File: src/rtl/vmem_fill_ctrl.sv
// Rectangle fill engine for video memory with CPU write priority and a small cfg register file.
// Optional fill-complete interrupt enabled by defining VFILL_IRQ_EN.
module vmem_fill_ctrl #(
  parameter int unsigned XMAX = 239,
  parameter int unsigned YMAX = 239
) (
  input  logic        clk_i,
  input  logic        rst_i,
  input  logic        cfg_we_i,
  input  logic [1:0]  cfg_addr_i,
  input  logic [31:0] cfg_wdata_i,
  output logic [31:0] cfg_rdata_o,
  input  logic        cpu_we_i,
  input  logic [15:0] cpu_addr_i,
  input  logic [15:0] cpu_wdata_i,
  output logic        vmem_we_o,
  output logic [15:0] vmem_addr_o,
  output logic [15:0] vmem_wdata_o,
  output logic        busy_o,
  output logic        irq_o
);

  typedef enum logic [1:0] {ST_IDLE, ST_FILL, ST_DONE} state_t;

  localparam logic [8:0] XLIM = 9'(XMAX);
  localparam logic [8:0] YLIM = 9'(YMAX);

  state_t      state_q, state_nxt;
  logic [31:0] rect_q;
  logic [15:0] color_q;
  logic [7:0]  x_q, y_q;
  logic        done_q, err_q;
  logic        irq_en_rd;
  logic [31:0] rdata_nxt;

  logic [7:0] x0, y0, x1, y1;
  assign x0 = rect_q[7:0];
  assign y0 = rect_q[15:8];
  assign x1 = rect_q[23:16];
  assign y1 = rect_q[31:24];

  logic rect_wr, color_wr, ctrl_wr, status_wr;
  logic start_req, abort_req, rect_ok, start_go, start_bad;
  logic fill_wr, fill_step, last_px;

  assign rect_wr   = cfg_we_i && (cfg_addr_i == 2'd0) && (state_q == ST_IDLE);
  assign color_wr  = cfg_we_i && (cfg_addr_i == 2'd1) && (state_q == ST_IDLE);
  assign ctrl_wr   = cfg_we_i && (cfg_addr_i == 2'd2);
  assign status_wr = cfg_we_i && (cfg_addr_i == 2'd3);
  assign start_req = ctrl_wr && cfg_wdata_i[0];
  assign abort_req = ctrl_wr && cfg_wdata_i[1];

  assign rect_ok   = (x0 <= x1) && (y0 <= y1) &&
                     ({1'b0, x1} <= XLIM) && ({1'b0, y1} <= YLIM);
  assign start_go  = (state_q == ST_IDLE) && start_req && !abort_req && rect_ok;
  assign start_bad = (state_q == ST_IDLE) && start_req && !abort_req && !rect_ok;

  // An ABORT strobe suppresses the fill write of its own cycle, so no pixel lands after it.
  assign fill_wr   = (state_q == ST_FILL) && !abort_req;
  assign fill_step = fill_wr && !cpu_we_i;
  assign last_px   = (x_q == x1) && (y_q == y1);

  always_ff @(posedge clk_i or posedge rst_i) begin
    if (rst_i) state_q <= ST_IDLE;
    else       state_q <= state_nxt;
  end

  always_comb begin
    state_nxt = state_q;
    case (state_q)
      ST_IDLE: if (start_go) state_nxt = ST_FILL;
      ST_FILL: begin
        if (abort_req)                 state_nxt = ST_IDLE;
        else if (fill_step && last_px) state_nxt = ST_DONE;
      end
      ST_DONE: state_nxt = ST_IDLE;
      default: state_nxt = ST_IDLE;
    endcase
  end

  always_comb begin
    busy_o       = (state_q == ST_FILL);
    vmem_we_o    = cpu_we_i || fill_wr;
    vmem_addr_o  = cpu_we_i ? cpu_addr_i  : {y_q, x_q};
    vmem_wdata_o = cpu_we_i ? cpu_wdata_i : color_q;
  end

  always_ff @(posedge clk_i or posedge rst_i) begin
    if (rst_i) begin
      rect_q  <= '0;
      color_q <= '0;
      x_q     <= '0;
      y_q     <= '0;
      done_q  <= 1'b0;
      err_q   <= 1'b0;
    end else begin
      if (rect_wr)  rect_q  <= cfg_wdata_i;
      if (color_wr) color_q <= cfg_wdata_i[15:0];

      if (start_go) begin
        x_q <= x0;
        y_q <= y0;
      end else if (fill_step) begin
        if (x_q == x1) begin
          x_q <= x0;
          y_q <= y_q + 8'd1;
        end else begin
          x_q <= x_q + 8'd1;
        end
      end

      // Hardware set takes precedence over a simultaneous W1C.
      if (state_q == ST_DONE)             done_q <= 1'b1;
      else if (status_wr && cfg_wdata_i[1]) done_q <= 1'b0;

      if (start_bad)                      err_q <= 1'b1;
      else if (status_wr && cfg_wdata_i[2]) err_q <= 1'b0;
    end
  end

`ifdef VFILL_IRQ_EN
  logic irq_en_q;
  always_ff @(posedge clk_i or posedge rst_i) begin
    if (rst_i)        irq_en_q <= 1'b0;
    else if (ctrl_wr) irq_en_q <= cfg_wdata_i[2];
  end
  assign irq_en_rd = irq_en_q;
  assign irq_o     = done_q && irq_en_q;
`else
  assign irq_en_rd = 1'b0;
  assign irq_o     = 1'b0;
`endif

  always_comb begin
    rdata_nxt = '0;
    case (cfg_addr_i)
      2'd0: rdata_nxt = rect_q;
      2'd1: rdata_nxt = {16'h0000, color_q};
      2'd2: rdata_nxt = {29'd0, irq_en_rd, 2'b00};
      2'd3: rdata_nxt = {29'd0, err_q, done_q, busy_o};
      default: rdata_nxt = '0;
    endcase
  end

  always_ff @(posedge clk_i or posedge rst_i) begin
    if (rst_i) cfg_rdata_o <= '0;
    else       cfg_rdata_o <= rdata_nxt;
  end

endmodule

File: config.mk
export PLATFORM = sky130hd
export DESIGN_NAME = vmem_fill_ctrl
export DESIGN_NICKNAME = d
export VERILOG_FILES = /design/src/rtl/vmem_fill_ctrl.sv
export SDC_FILE = /design/constraint.sdc
export NUM_CORES = 1
export LEC_CHECK = 0
export CAP_MARGIN = 0
export CORE_MARGIN = 1
export CORE_UTILIZATION = 55
export CTS_BUF_LIST = sky130_fd_sc_hd__clkbuf_4 sky130_fd_sc_hd__clkbuf_8
export DETAILED_ROUTE_END_ITERATION = 8
export DONT_BUFFER_PORTS = 1
export HOLD_SLACK_MARGIN = 0.15
export PLACE_DENSITY = 0.78
export SLEW_MARGIN = 40
export SYNTH_ARGS = -nofsm -noshare
export SYNTH_HDL_FRONTEND = slang
export SYNTH_SLANG_ARGS = --single-unit
File: constraint.sdc
create_clock -name clk_i -period 3.07 [get_ports clk_i]
set_input_delay 0.614 -clock clk_i [delete_from_list [all_inputs] [get_ports clk_i]]
set_output_delay 0.614 -clock clk_i [all_outputs]
set_load 0.1 [all_outputs]
# [Word-level counts from Yosys, hierarchy flattened]
# Cells that the tools add are included.
[word_totals] reg_bits=100
[op_classes] reduce_logical=33 n_eq_ne=9 n_mux=17 addsub=2 magnitude_cmp=4
[op_table] cell="$pmux 32 s4" n=1
[op_table] cell="$mux 8" n=6
[op_table] cell="$mux 16" n=2
[op_table] cell="$logic_and 1x1->1" n=21
[op_table] cell="$add 8x1->8 const B" n=2
[op_table] cell="$eq 8x8->1" n=2
[op_table] cell="$le 8x8->1" n=2
[op_table] cell="$le 8x8->1 const B" n=2
[op_table] cell="$reduce_bool 2->1" n=4
[op_table] cell="$eq 2x2->1 const B" n=3
[op_table] cell="$mux 2" n=3
[op_table] cell="$eq 2x1->1 const B" n=2
[op_table] cell="$logic_not 2->1" n=2
[op_table] cell="$mux 1" n=4
[op_table] cell="$pmux 2 s2" n=1
[op_table] cell="$reduce_and 2->1" n=2
[op_table] cell="$logic_not 1->1" n=3
[op_table] cell="$ne 3x1->1 const B" n=1
[op_table] cell="$ne 2x2->1 const B" n=1
[op_table] cell="$logic_or 1x1->1" n=1

# [Logic depth before layout (Yosys ltp)]
[logic_depth] word_depth=10 mapped_depth=10

# [Least setup slack after synthesis]
# No wires, ideal clock.
[synth_timing] kind="register to output" startpoint="reg state_q[1]" endpoint="out vmem_we_o" arrival_time_ns=2.139 setup_slack_ns=0.317 stages_incl_launch_ff=5 cell_sequence="dfrtp_1 > nand2b_1 > inv_1 > nand2b_1 > nand2b_1"
[synth_via] elab_chain_len=3
[synth_rtl] item="from (decl)" line="28" source="state_t state_q, state_nxt;"
[synth_rtl] item="from (signal assigned)" line="65" source="else state_q <= state_nxt;"
[synth_rtl] item="$eq 2x1->1"
[synth_rtl] item="net busy_o" line="19" source="output logic busy_o,"
[synth_rtl] item="$logic_and 1x1->1" line="59" source="assign fill_wr = (state_q == ST_FILL) && !abort_req;"
[synth_rtl] item="$logic_or 1x1->1" line="83" source="vmem_we_o = cpu_we_i || fill_wr;"
[synth_rtl] item="to (decl)" line="16" source="output logic vmem_we_o,"
# The timed path passes the listed nets, and every way through them passes these cells.

# [Worst setup path after layout]
[layout_timing] startpoint="reg rect_q[3]" endpoint="reg y_q[1]"
[layout_via] elab_chain_len=7 word_cells_on_any_way=9 classes_between="order compare (1); mux (1); reduce/logical (7)"
[layout_rtl] item="from (decl)" line="29" source="logic [31:0] rect_q;"
[layout_rtl] item="from (signal assigned)" line="97" source="if (rect_wr) rect_q <= cfg_wdata_i;"
[layout_rtl] item="$le 8x8->1 *" line="53" source="assign rect_ok = (x0 <= x1) && (y0 <= y1) &&"
[layout_rtl] item="$logic_and 1x1->1 * (2 in a row)" line="53"
[layout_rtl] item="$logic_and 1x1->1 *" line="54" source="({1'b0, x1} <= XLIM) && ({1'b0, y1} <= YLIM);"
[layout_rtl] item="$logic_and 1x1->1 *" line="55" source="assign start_go = (state_q == ST_IDLE) && start_req && !abort_req && rect_ok;"
[layout_rtl] item="$reduce_bool 2->1 (no source line)"
[layout_rtl] item="$reduce_and 2->1 (no source line)"
[layout_rtl] item="to (signal assigned)" line="102" source="y_q <= y0;"
[layout_rtl] item="to (signal assigned)" line="106" source="y_q <= y_q + 8'd1;"
[layout_rtl] item="to (decl)" line="31" source="logic [7:0] x_q, y_q;"
# Every way passes the cells marked *; elsewhere a longest branch is shown, timed or not.
# A chain may end at the register's enable or synchronous reset.

==> flow_metrics.tcl <==
set metrics [dict create \
    outcome "complete, no violations" \
    wl_per_cell_um 20.4 \
    cts_buffers 9 \
    first_pass_iters 4 \
    async_reset_ff_share_pct 100 \
    synth_common_cells "dfrtp_1 (100), mux2_2 (82), nor2_1 (28)" \
    ff_latch_area_um2 2510 \
    clkLatencyLatePin_ns 0.37 \
    skew_ns 0.0119 \
    cts_tree "done" \
    grt_max_degree 54 \
    routed_wl_um 11300 \
    yosysMostFrequentCell "dfrtp_1" \
    dieArea_um2 9720 \
    critPathLaunchType "flop" \
    remaining_drc_errors 0 \
    ys.flop_type "dfrtp_1" \
    ys_seq_area_share_pct 48.7 \
    grt_util_met3_pct 7.23 \
    start_util_pct 57.7 \
    end_kind "flop" \
    hold_buffers 0 \
    finalCriticalPeriod_ns 2.73 \
    synthTopCellsByArea "dfrtp_1 (49%), mux2_2 (18%), ha_1 (4.4%)" \
    root_buffer "clkbuf_8" \
    synthCells 443 \
    drt_iter0_markers 159 \
    use_met1_pct 31.1 \
    critPathMaxFanout 15 \
    ant_nets 0 \
    chipWidth_um 98.6 \
    synth_edf_count 0 \
    tightest_slew_ns 0.891 \
    post-cts-setup-buffers 0 \
    ys_warn_count 0 \
    synth_nets 531 \
    n_fill_cell 682 \
    timing.fmax_mhz 367 \
    placed_cell_area_um2 5250 \
    area_growth_pct 7.12 \
    cts-resized-gates 0 \
    grt_use_met2_pct 39.7 \
    cp_top_family "simple AND/OR/NAND/NOR gates" \
    clock-sinks 100 \
    avgSynthCellArea_um2 11.6 \
    worst-setup-path-type "flop to flop" \
    tns_ns 0 \
    drv_cap 0 \
    antenna_found_initial 0 \
    core_area_um2 8890 \
    power.density_nw_per_um2 1150 \
    fin_area_um2 5500 \
    synth_top_area_share_pct 48.7 \
    drive_gt1_share_pct 28.3 \
    io_pins 137 \
    crit_buf_inv 1 \
    dpl.hpwl_um 8200 \
    rsz0062_at_grt "false" \
    grt_pass1_vias 3387 \
    grt_remaining_overflow 0 \
    place.port_buffers 0 \
    maxSlewViolCount 0 \
    worstPathRequired_ns 3.30 \
    yosys.area.top_type "dfrtp_1" \
    vias 3414 \
    grt_first_pass_wirelength_um 18000 \
    slowest_delay_ns 0.84 \
    multi_input_area_um2 2450 \
    clk_pin_slew_ns 0.10 \
    synth-seq-cells 100 \
    setup_viol 0 \
    path_cells "ha_1 > a21oi_2 > a31oi_1 > o22a_1 > or4_1 > buf_4 > nor2_1 > a31oi_1" \
    slew_headroom_pct 40.6 \
    syn_area_um2 5130 \
    power_w 0.00632 \
    fin_crit_sh_pct 88.8 \
    gp_congestion 0.926 \
    worst_ir_drop_vdd_mv 0.656 \
    slowest_stage "or4_1" \
    leakage_nw 2.43 \
    final_hold_viol_count 0 \
    viasPerCell 6.16 \
    clockBufferDepth 2 \
    top_usage_layer "met2" \
    grtUsageTotal_pct 24.3 \
    cp_common_cell "a31oi_1" \
    antenna_cells 0 \
    synth.distinct_cells 47 \
    die_y_um 98.6 \
    nets 529 \
    min_path_type "primary input to flop" \
    htree_num_levels 3 \
    crit_arrival_ns 2.96 \
    rows 34 \
]
[report_power, final]
part / switching (W) / leakage (nW) / internal [W]
clock network: 0.000486 / 0.0984 / 0.000389
logic: 0.00166 / 1.11 / 0.000884
registers: 0.00113 / 1.23 / 0.00176
total: 0.00328 / 2.43 / 0.00304
[final timing paths]
kind	cells past startpoint	start	slack, ns	end
hold reg to reg	2	err_q$_DFFE_PP0P_	0.50	err_q$_DFFE_PP0P_
setup / recovery	8	rect_q[3]$_DFFE_PP0P_	0.34	y_q[1]$_DFFE_PP0P_
setup reg to reg	8	rect_q[3]$_DFFE_PP0P_	0.34	y_q[1]$_DFFE_PP0P_
max in group asynchronous	4	rst_i	1.63	cfg_rdata_o[25]$_DFF_PP0_
min in group asynchronous	2	rst_i	0.68	cfg_rdata_o[10]$_DFF_PP0_
hold / removal	1	cfg_addr_i[1]	0.29	cfg_rdata_o[14]$_DFF_PP0_
[metrics by stage]
| stage | hold WS, ns | util (%) | instances | setup slack [ns] |
|---|---|---|---|---|
| detailed placement | 0.485 | 59.0 | 536 | 0.380 |
| global route | 0.261 | 61.8 | 554 | 0.181 |
| finish | 0.292 | 61.8 | 554 | 0.345 |
| global placement | 0.467 | 58.9 | 535 | 0.457 |
| floorplan | 0.449 | - | 443 | 0.317 |
| CTS | 0.238 | 61.4 | 552 | 0.345 |
[flip-flops by register name, summed over array words and instances, names as in the netlist]
signal	count
done_q	1
cfg_rdata_o	32
err_q	1
rect_q	32
state_q	2
x_q	8
y_q	8
color_q	16
[area by class of cell]
class	count	area share, %
inverter	20	1.43
clock inverter	7	1.50
clock buffer	9	2.25
multi-input combinational	299	44.6
timing repair buffer	11	2.14
tap	108	2.46
sequential	100	45.7
[logic make-up (layout without fill, tap and decap cells)]
family / Yosys count / in the layout / synth area share (%)
AOI/OAI and AO/OA: 48 / 48 / 6.78
buffers and inverters: 44 / 47 / 3.53
adders and majority gates: 18 / 18 / 4.39
other: 1 / 1 / 0.0730
and+or+nand+nor: 110 / 110 / 11.3
DFF: 100 / 100 / 48.7
muxes: 99 / 99 / 21.3
xor gates and xnor gates: 23 / 23 / 3.92
[cell usage in the layout (no fill, tap or decap), drive strengths merged, types with 2 or more instances in the layout]
cell type / instances
o21ai: 11
buf: 10
nor3: 17
o21a: 5
dfrtp: 100
clkbuf: 9
and3: 6
a31oi: 2
nor2b: 2
ha: 18
xor2: 9
nand3: 9
nand2: 15
a2bb2oi: 6
nor2: 28
clkinvlp: 3
mux2: 82
nor4: 3
mux2i: 17
a21oi: 13
xnor2: 14
o22ai: 4
inv: 22
and2: 6
nand4: 13
nand2b: 4
[metal layers]
metal  share of wire (%)  vias up  wire [µm]
met4                 2.7        0        308
met3                 7.1       26        798
li1                    -     1566          -
met5                   0        -          0
met2                  49      132       5540
met1                  41     1690       4640
(Power assumes the default switching activity.)
